## src/rtl/cpu_pkg.sv

```systemverilog
// Shared definitions for the parametrised X/Y/Z accumulator CPU:
// opcodes, FSM state encoding and ALU operation codes.
package cpu_pkg;

  localparam logic [3:0] OP_NOP  = 4'd0;
  localparam logic [3:0] OP_LDX  = 4'd1;
  localparam logic [3:0] OP_LDY  = 4'd2;
  localparam logic [3:0] OP_ADD  = 4'd3;
  localparam logic [3:0] OP_SUB  = 4'd4;
  localparam logic [3:0] OP_AND  = 4'd5;
  localparam logic [3:0] OP_OR   = 4'd6;
  localparam logic [3:0] OP_XOR  = 4'd7;
  localparam logic [3:0] OP_NOT  = 4'd8;
  localparam logic [3:0] OP_MOVZ = 4'd9;
  localparam logic [3:0] OP_MOVX = 4'd10;
  localparam logic [3:0] OP_CLRY = 4'd11;
  localparam logic [3:0] OP_JMP  = 4'd12;
  localparam logic [3:0] OP_JZ   = 4'd13;
  localparam logic [3:0] OP_JC   = 4'd14;
  localparam logic [3:0] OP_HLT  = 4'd15;

  typedef enum logic [1:0] {
    ST_FETCH = 2'd0,
    ST_EXEC  = 2'd1,
    ST_HALT  = 2'd2
  } state_t;

  typedef enum logic [2:0] {
    ALU_ADD = 3'd0,
    ALU_SUB = 3'd1,
    ALU_AND = 3'd2,
    ALU_OR  = 3'd3,
    ALU_XOR = 3'd4,
    ALU_NOT = 3'd5
  } alu_op_t;

  // Only opcodes 3..8 use the ALU result; the rest map to a don't-care ADD.
  function automatic alu_op_t alu_op_of(input logic [3:0] opc);
    case (opc)
      OP_SUB:  return ALU_SUB;
      OP_AND:  return ALU_AND;
      OP_OR:   return ALU_OR;
      OP_XOR:  return ALU_XOR;
      OP_NOT:  return ALU_NOT;
      default: return ALU_ADD;
    endcase
  endfunction

endpackage

```

## src/rtl/ula_param.sv

```systemverilog
// Combinational ALU: result = b op a (b is Y, a is X).
// carry is the ADD carry-out or the SUB borrow; logic ops always return carry 0.
module ula_param
  import cpu_pkg::*;
#(
  parameter int WIDTH = 4
) (
  input  alu_op_t          op,
  input  logic [WIDTH-1:0] a,
  input  logic [WIDTH-1:0] b,
  output logic [WIDTH-1:0] result,
  output logic             carry
);

  logic [WIDTH:0] wide;

  // One extra bit catches the carry on ADD and the borrow (b < a) on SUB.
  always_comb begin
    wide = '0;
    case (op)
      ALU_ADD: wide = {1'b0, b} + {1'b0, a};
      ALU_SUB: wide = {1'b0, b} - {1'b0, a};
      ALU_AND: wide = {1'b0, b & a};
      ALU_OR:  wide = {1'b0, b | a};
      ALU_XOR: wide = {1'b0, b ^ a};
      ALU_NOT: wide = {1'b0, ~b};
      default: wide = '0;
    endcase
  end

  assign result = wide[WIDTH-1:0];
  assign carry  = wide[WIDTH];

endmodule

```

## src/rtl/cpu_parametrizada.sv

```systemverilog
// Parametrised X/Y/Z accumulator CPU: two-cycle fetch/execute sequencer with
// zero/carry flags, jumps, halt and a run/stall input.
//
//   state    | meaning
//   ST_FETCH | latch instr into IR when run=1, otherwise hold
//   ST_EXEC  | execute IR, update pc, return to FETCH (HALT on HLT)
//   ST_HALT  | absorbing; only reset leaves it
module cpu_parametrizada
  import cpu_pkg::*;
#(
  parameter int WIDTH    = 4,
  parameter int PC_WIDTH = 4
) (
  input  logic                clock,
  input  logic                reset_n,
  input  logic                run,
  input  logic [WIDTH+3:0]    instr,
  output logic [PC_WIDTH-1:0] pc,
  output logic [WIDTH-1:0]    out_x,
  output logic [WIDTH-1:0]    out_y,
  output logic [WIDTH-1:0]    out_z,
  output logic [3:0]          opcode,
  output logic                flag_z,
  output logic                flag_c,
  output logic                halted
);

  state_t              state_q, state_d;
  logic [WIDTH+3:0]    ir_q, ir_d;
  logic [PC_WIDTH-1:0] pc_q, pc_d;
  logic [WIDTH-1:0]    x_q, x_d;
  logic [WIDTH-1:0]    y_q, y_d;
  logic [WIDTH-1:0]    z_q, z_d;
  logic                fz_q, fz_d;
  logic                fc_q, fc_d;

  logic [3:0]          ir_op;
  logic [WIDTH-1:0]    imm;
  logic [PC_WIDTH-1:0] jmp_tgt;
  logic [PC_WIDTH-1:0] pc_inc;
  logic [WIDTH-1:0]    alu_res;
  logic                alu_carry;

  assign ir_op   = ir_q[WIDTH+3:WIDTH];
  assign imm     = ir_q[WIDTH-1:0];
  assign jmp_tgt = imm[PC_WIDTH-1:0];
  assign pc_inc  = pc_q + PC_WIDTH'(1);

  ula_param #(.WIDTH(WIDTH)) u_ula (
    .op     (alu_op_of(ir_op)),
    .a      (x_q),
    .b      (y_q),
    .result (alu_res),
    .carry  (alu_carry)
  );

  always_comb begin
    state_d = state_q;
    ir_d    = ir_q;
    pc_d    = pc_q;
    x_d     = x_q;
    y_d     = y_q;
    z_d     = z_q;
    fz_d    = fz_q;
    fc_d    = fc_q;
    case (state_q)
      ST_FETCH: begin
        if (run) begin
          ir_d    = instr;
          state_d = ST_EXEC;
        end
      end
      ST_EXEC: begin
        state_d = ST_FETCH;
        pc_d    = pc_inc;
        case (ir_op)
          OP_LDX: x_d = imm;
          OP_LDY: y_d = imm;
          // ALU carry is already 0 for the logic ops, which clears flag_c.
          OP_ADD, OP_SUB, OP_AND, OP_OR, OP_XOR, OP_NOT: begin
            y_d  = alu_res;
            fz_d = (alu_res == '0);
            fc_d = alu_carry;
          end
          OP_MOVZ: z_d = y_q;
          OP_MOVX: x_d = z_q;
          OP_CLRY: y_d = '0;
          OP_JMP:  pc_d = jmp_tgt;
          OP_JZ:   if (fz_q) pc_d = jmp_tgt;
          OP_JC:   if (fc_q) pc_d = jmp_tgt;
          OP_HLT: begin
            pc_d    = pc_q;
            state_d = ST_HALT;
          end
          default: ;
        endcase
      end
      ST_HALT: ;
      default: state_d = ST_FETCH;
    endcase
  end

  always_ff @(posedge clock) begin
    if (!reset_n) begin
      state_q <= ST_FETCH;
      ir_q    <= '0;
      pc_q    <= '0;
      x_q     <= '0;
      y_q     <= '0;
      z_q     <= '0;
      fz_q    <= 1'b0;
      fc_q    <= 1'b0;
    end else begin
      state_q <= state_d;
      ir_q    <= ir_d;
      pc_q    <= pc_d;
      x_q     <= x_d;
      y_q     <= y_d;
      z_q     <= z_d;
      fz_q    <= fz_d;
      fc_q    <= fc_d;
    end
  end

  assign pc     = pc_q;
  assign out_x  = x_q;
  assign out_y  = y_q;
  assign out_z  = z_q;
  assign opcode = ir_op;
  assign flag_z = fz_q;
  assign flag_c = fc_q;
  assign halted = (state_q == ST_HALT);

endmodule

```

## config.mk

```make
export PLATFORM = sky130hd
export DESIGN_NAME = cpu_parametrizada
export DESIGN_NICKNAME = d
export VERILOG_FILES = /design/src/rtl/cpu_pkg.sv /design/src/rtl/ula_param.sv /design/src/rtl/cpu_parametrizada.sv
export SDC_FILE = /design/constraint.sdc
export NUM_CORES = 1
export LEC_CHECK = 0
export ABC_AREA = 1
export CAP_MARGIN = 10
export CELL_PAD_IN_SITES_DETAIL_PLACEMENT = 1
export CELL_PAD_IN_SITES_GLOBAL_PLACEMENT = 2
export CORE_MARGIN = 2
export CORE_UTILIZATION = 28
export CTS_CLUSTER_SIZE = 10
export DETAILED_ROUTE_END_ITERATION = 16
export GPL_TIMING_DRIVEN = 0
export PLACE_DENSITY_LB_ADDON = 0.1
export SETUP_SLACK_MARGIN = 0.02
export SKIP_CTS_REPAIR_TIMING = 1
export SYNTH_ARGS = -nofsm -noshare
export SYNTH_HDL_FRONTEND = slang
export SYNTH_SLANG_ARGS = --single-unit
```

## constraint.sdc

```tcl
create_clock -name clock -period 3.15 [get_ports clock]
set_input_delay 0.945 -clock clock [delete_from_list [all_inputs] [get_ports clock]]
set_output_delay 0.945 -clock clock [all_outputs]
set_load 0.03 [all_outputs]
```

==> flow_summary.rst <==
.. list-table::
   :header-rows: 1

   * - Metric
     - Value
   * - Die width
     - 85.4 um
   * - Number of violations of the max-capacitance limit
     - 0
   * - Net switching power of the design
     - 0.307 mW
   * - Residual antenna-violating net count after detailed routing
     - 0
   * - Number of global-route vias before repair
     - 1,882
   * - Diode count
     - 0
   * - Minimum clock period after layout
     - 2570 ps
   * - Fin nets
     - 338
   * - Kind of start point of the critical path
     - flop
   * - Classification of the worst-slack hold path
     - reg -> reg
   * - Final slew viol count
     - 0
   * - Worst-Margin Slew
     - 581 ps
   * - Total I/O pin count
     - 34
   * - Most used cells in the layout excluding fill and tap cells
     - 48 x sky130_fd_sc_hd__nand2_1, 38 x sky130_fd_sc_hd__nor2_1, 34 x sky130_fd_sc_hd__inv_1
   * - Kind of capture point of the worst setup path
     - output pin
   * - IO Port Bufs
     - 33
   * - Power density cells
     - between 400 and 500 mW/mm2
   * - Worst Hold Slack
     - 483 ps
   * - Register cell area after layout
     - 561 um2
   * - Cell internal pwr
     - 0.638 mW
   * - Critical path type
     - reg -> out
   * - Fillers
     - 811
   * - Core ar.
     - 0.00639 mm2
   * - Average size of a mapped cell
     - 6.77 um2
   * - Crit path cell chain
     - buf_4 > clkdlybuf4s50_1
   * - Gate Count Post-Synth
     - 274
   * - Arrival @ worst endpoint
     - 1620 ps
   * - Biggest fanout along the worst timing path
     - 7
   * - Worst Path Buf+Inv
     - 2
   * - Setup violation total in the final timing report
     - 0
   * - Sequential area share after synthesis
     - 30.2%
   * - Max Buffers Root-to-Sink
     - 2
   * - Clock edge transition at the registers on the reported setup and hold paths
     - approximately 100 ps
   * - Total instance count after detailed placement
     - 384
   * - Power after layout
     - 0.945 mW
   * - Family of cells with the greatest summed delay on the critical path
     - buffers and inverters
   * - Number of antenna violations at the first check in global routing
     - 0
   * - Clk Tree Root Cell
     - sky130_fd_sc_hd__clkbuf_8
   * - Tcrit/Tclk final
     - 81.5%
   * - Final RePlAce weighted congestion
     - roughly 0.76
   * - Maximum level of the CTS H-tree
     - 1
   * - Overall Global Routing Usage
     - 16.3%
   * - Sinks on the clock net
     - 28
   * - Initial DRC count
     - 33
   * - Non-filler cells, final
     - 388
   * - First-pass iteration count of the detailed router
     - 4
   * - Worst-Skew Late Latency
     - 280 ps
   * - Highest-delay cell along the critical path
     - sky130_fd_sc_hd__clkdlybuf4s50_1
   * - Accumulated negative setup slack
     - 0 ps
   * - Cell type with the highest aggregate area in the netlist
     - sky130_fd_sc_hd__dfxtp_1
   * - Vertical die dimension
     - 85.4 um
   * - Layout Area Growth over Synthesis
     - 26.9%
   * - Worst Clk Skew
     - 4.62 ps
   * - Relative contribution of sequential cells to total power
     - 42.0%
   * - Largest net degree at the start of global routing
     - 17
   * - Proportion of layout cells with a drive suffix above 1
     - around a tenth
   * - Highest ir drop seen on vdd
     - 0.000195 V
   * - Total detailed-routing wirelength
     - 5.69 mm
   * - Main area contributors after synthesis
     - sky130_fd_sc_hd__dfxtp_1 30%, sky130_fd_sc_hd__nand2_1 9.7%, sky130_fd_sc_hd__ha_1 9.4%
   * - Routed vias/inst
     - between 4 and 5
   * - Top achievable clock speed
     - 0.390 GHz
   * - Area of the multi-input gates
     - 0.00110 mm2
   * - Half-perimeter wire length of the detailed placement result
     - 4.53 mm
   * - Vias
     - 1,819
   * - Residual DRC
     - 0
   * - Largest stage delay, worst path
     - ~650 ps
   * - Switching share of total power
     - 32.5%
   * - Total clock buffers created by CTS
     - 3
   * - Combinational share of power
     - 27.1%
   * - Yosys cell types
     - 31
   * - Final worst-path setup slack
     - between 500 and 600 ps
   * - Worst slew margin relative to its limit
     - 61.3%
   * - RSZ-0062 raised after global routing
     - false
   * - Worst-case setup slack after placement
     - 629 ps
   * - Area share of the leading cell type in the synthesized netlist
     - around 30%
   * - Critical path data required time
     - 2200 ps
   * - Number of hold violations in the final report
     - 0
   * - Total die area
     - ~0.0073 mm2
   * - Avg WL per Cell
     - 14.7 um
   * - Relative contribution of the clock network to total power
     - 30.9%
   * - Net count after synthesis
     - 300
   * - Setup slack of the most critical reg-to-reg path
     - 600 ps
   * - Wire length of the first global-routing pass
     - 9.38 mm
   * - CTS tree
     - yes
   * - Flop and latch count out of synthesis
     - 28
   * - Initial cell density of the core
     - 29.0%
   * - Netlist area before placement
     - 0.00185 mm2
   * - Total of warnings raised by yosys
     - 0
   * - Core Rows
     - 29
   * - Most common cell after layout, fill and taps aside
     - sky130_fd_sc_hd__nand2_1
   * - Run status
     - completed
   * - Sum of overflow across all layers after global routing
     - 0
   * - Leakage power
     - 1.03 nW
-- metrics by stage --
step	util, %	cell area (um2)
finish	36.8	2350
global route	36.8	2350
CTS	36.8	2350
detailed placement	35.7	2280
global placement	35.7	2280
floorplan	-	1850
-- Yosys cell counts (all sizes together) --
cell type and instances:
dfxtp 28, clkinv 1, a22oi 1, o31ai 1, ha 14, nand2 54
buf 5, nand3 19, o21bai 1, nor4 1, nor2 43, fa 1
nor3 1, a21oi 24, xnor2 1, xor2 3, a211oi 4, nand3b 2
a31oi 1, or2 1, o211ai 2, clkbuf 3, o21ai 25, inv 38
-- final cells by class --
class,instances,share of cell area [%]
well taps,77,4.10
flip-flops and latches,28,23.8
multi-input cells,199,46.7
plain buffers,8,2.07
repair buffers,33,14.0
inverters,39,6.22
clock buffers,3,1.76
clock inverters,1,1.28
-- metal layers --
metal  GRT usage (%)  share of wire (%)  up-vias
li1                -                  -      951
met1            22.6                 53      845
met2            26.6                 45       21
met3            2.63                2.3        2
met4            4.04               0.67        0
met5               0                  0        -
-- power groups by stage --
stage          Combinational, mW  Clock (mW)  Sequential, mW
3_5_place_dp               0.259           0           0.406
5_1_grt                    0.290       0.320           0.401
6_report                   0.256       0.292           0.397
4_1_cts                    0.260       0.303           0.398
3_3_place_gp               0.258           0           0.406
2_1_floorplan              0.158           0           0.414
-- state kept, by name, indices dropped and copies added (netlist names) --
signal and cells:
ir_q 8, out_x 4, flag_z 1, out_z 4
flag_c 1, out_y 4, pc 4, state_q 2
-- logic make-up after synthesis --
family	synth area share [%]
AOI/OAI and AO/OA	18.0
xor gates and xnor gates	1.89
adders and majority gates	10.5
buffers and inverters	10.5
DFF	30.2
and+or+nand+nor	28.8
-- worst register-to-register path, cell delays in order (launching register included) --
cell and delay, ps:
sky130_fd_sc_hd__dfxtp_1 520, sky130_fd_sc_hd__inv_1 150, sky130_fd_sc_hd__nor2_2 150, sky130_fd_sc_hd__buf_4 190, sky130_fd_sc_hd__nand2_2 80, sky130_fd_sc_hd__nor2_1 100, sky130_fd_sc_hd__a21oi_1 80, sky130_fd_sc_hd__fa_1 420
sky130_fd_sc_hd__or2_2 300, sky130_fd_sc_hd__nand3_1 80, sky130_fd_sc_hd__nand2_1 80, sky130_fd_sc_hd__nor2_1 110, sky130_fd_sc_hd__nand3_1 100, sky130_fd_sc_hd__a21oi_2 120
-- worst paths after layout --
path | startpoint | to | depth (start not counted)
setup / recovery | ir_q[6] | opcode[2] | 2
hold / removal | out_z[0] | out_z[0] | 2
setup reg to reg | ir_q[6] | flag_z | 13
hold reg to reg | out_z[0] | out_z[0] | 2
Note: power is estimated with default switching activity, not from simulation.
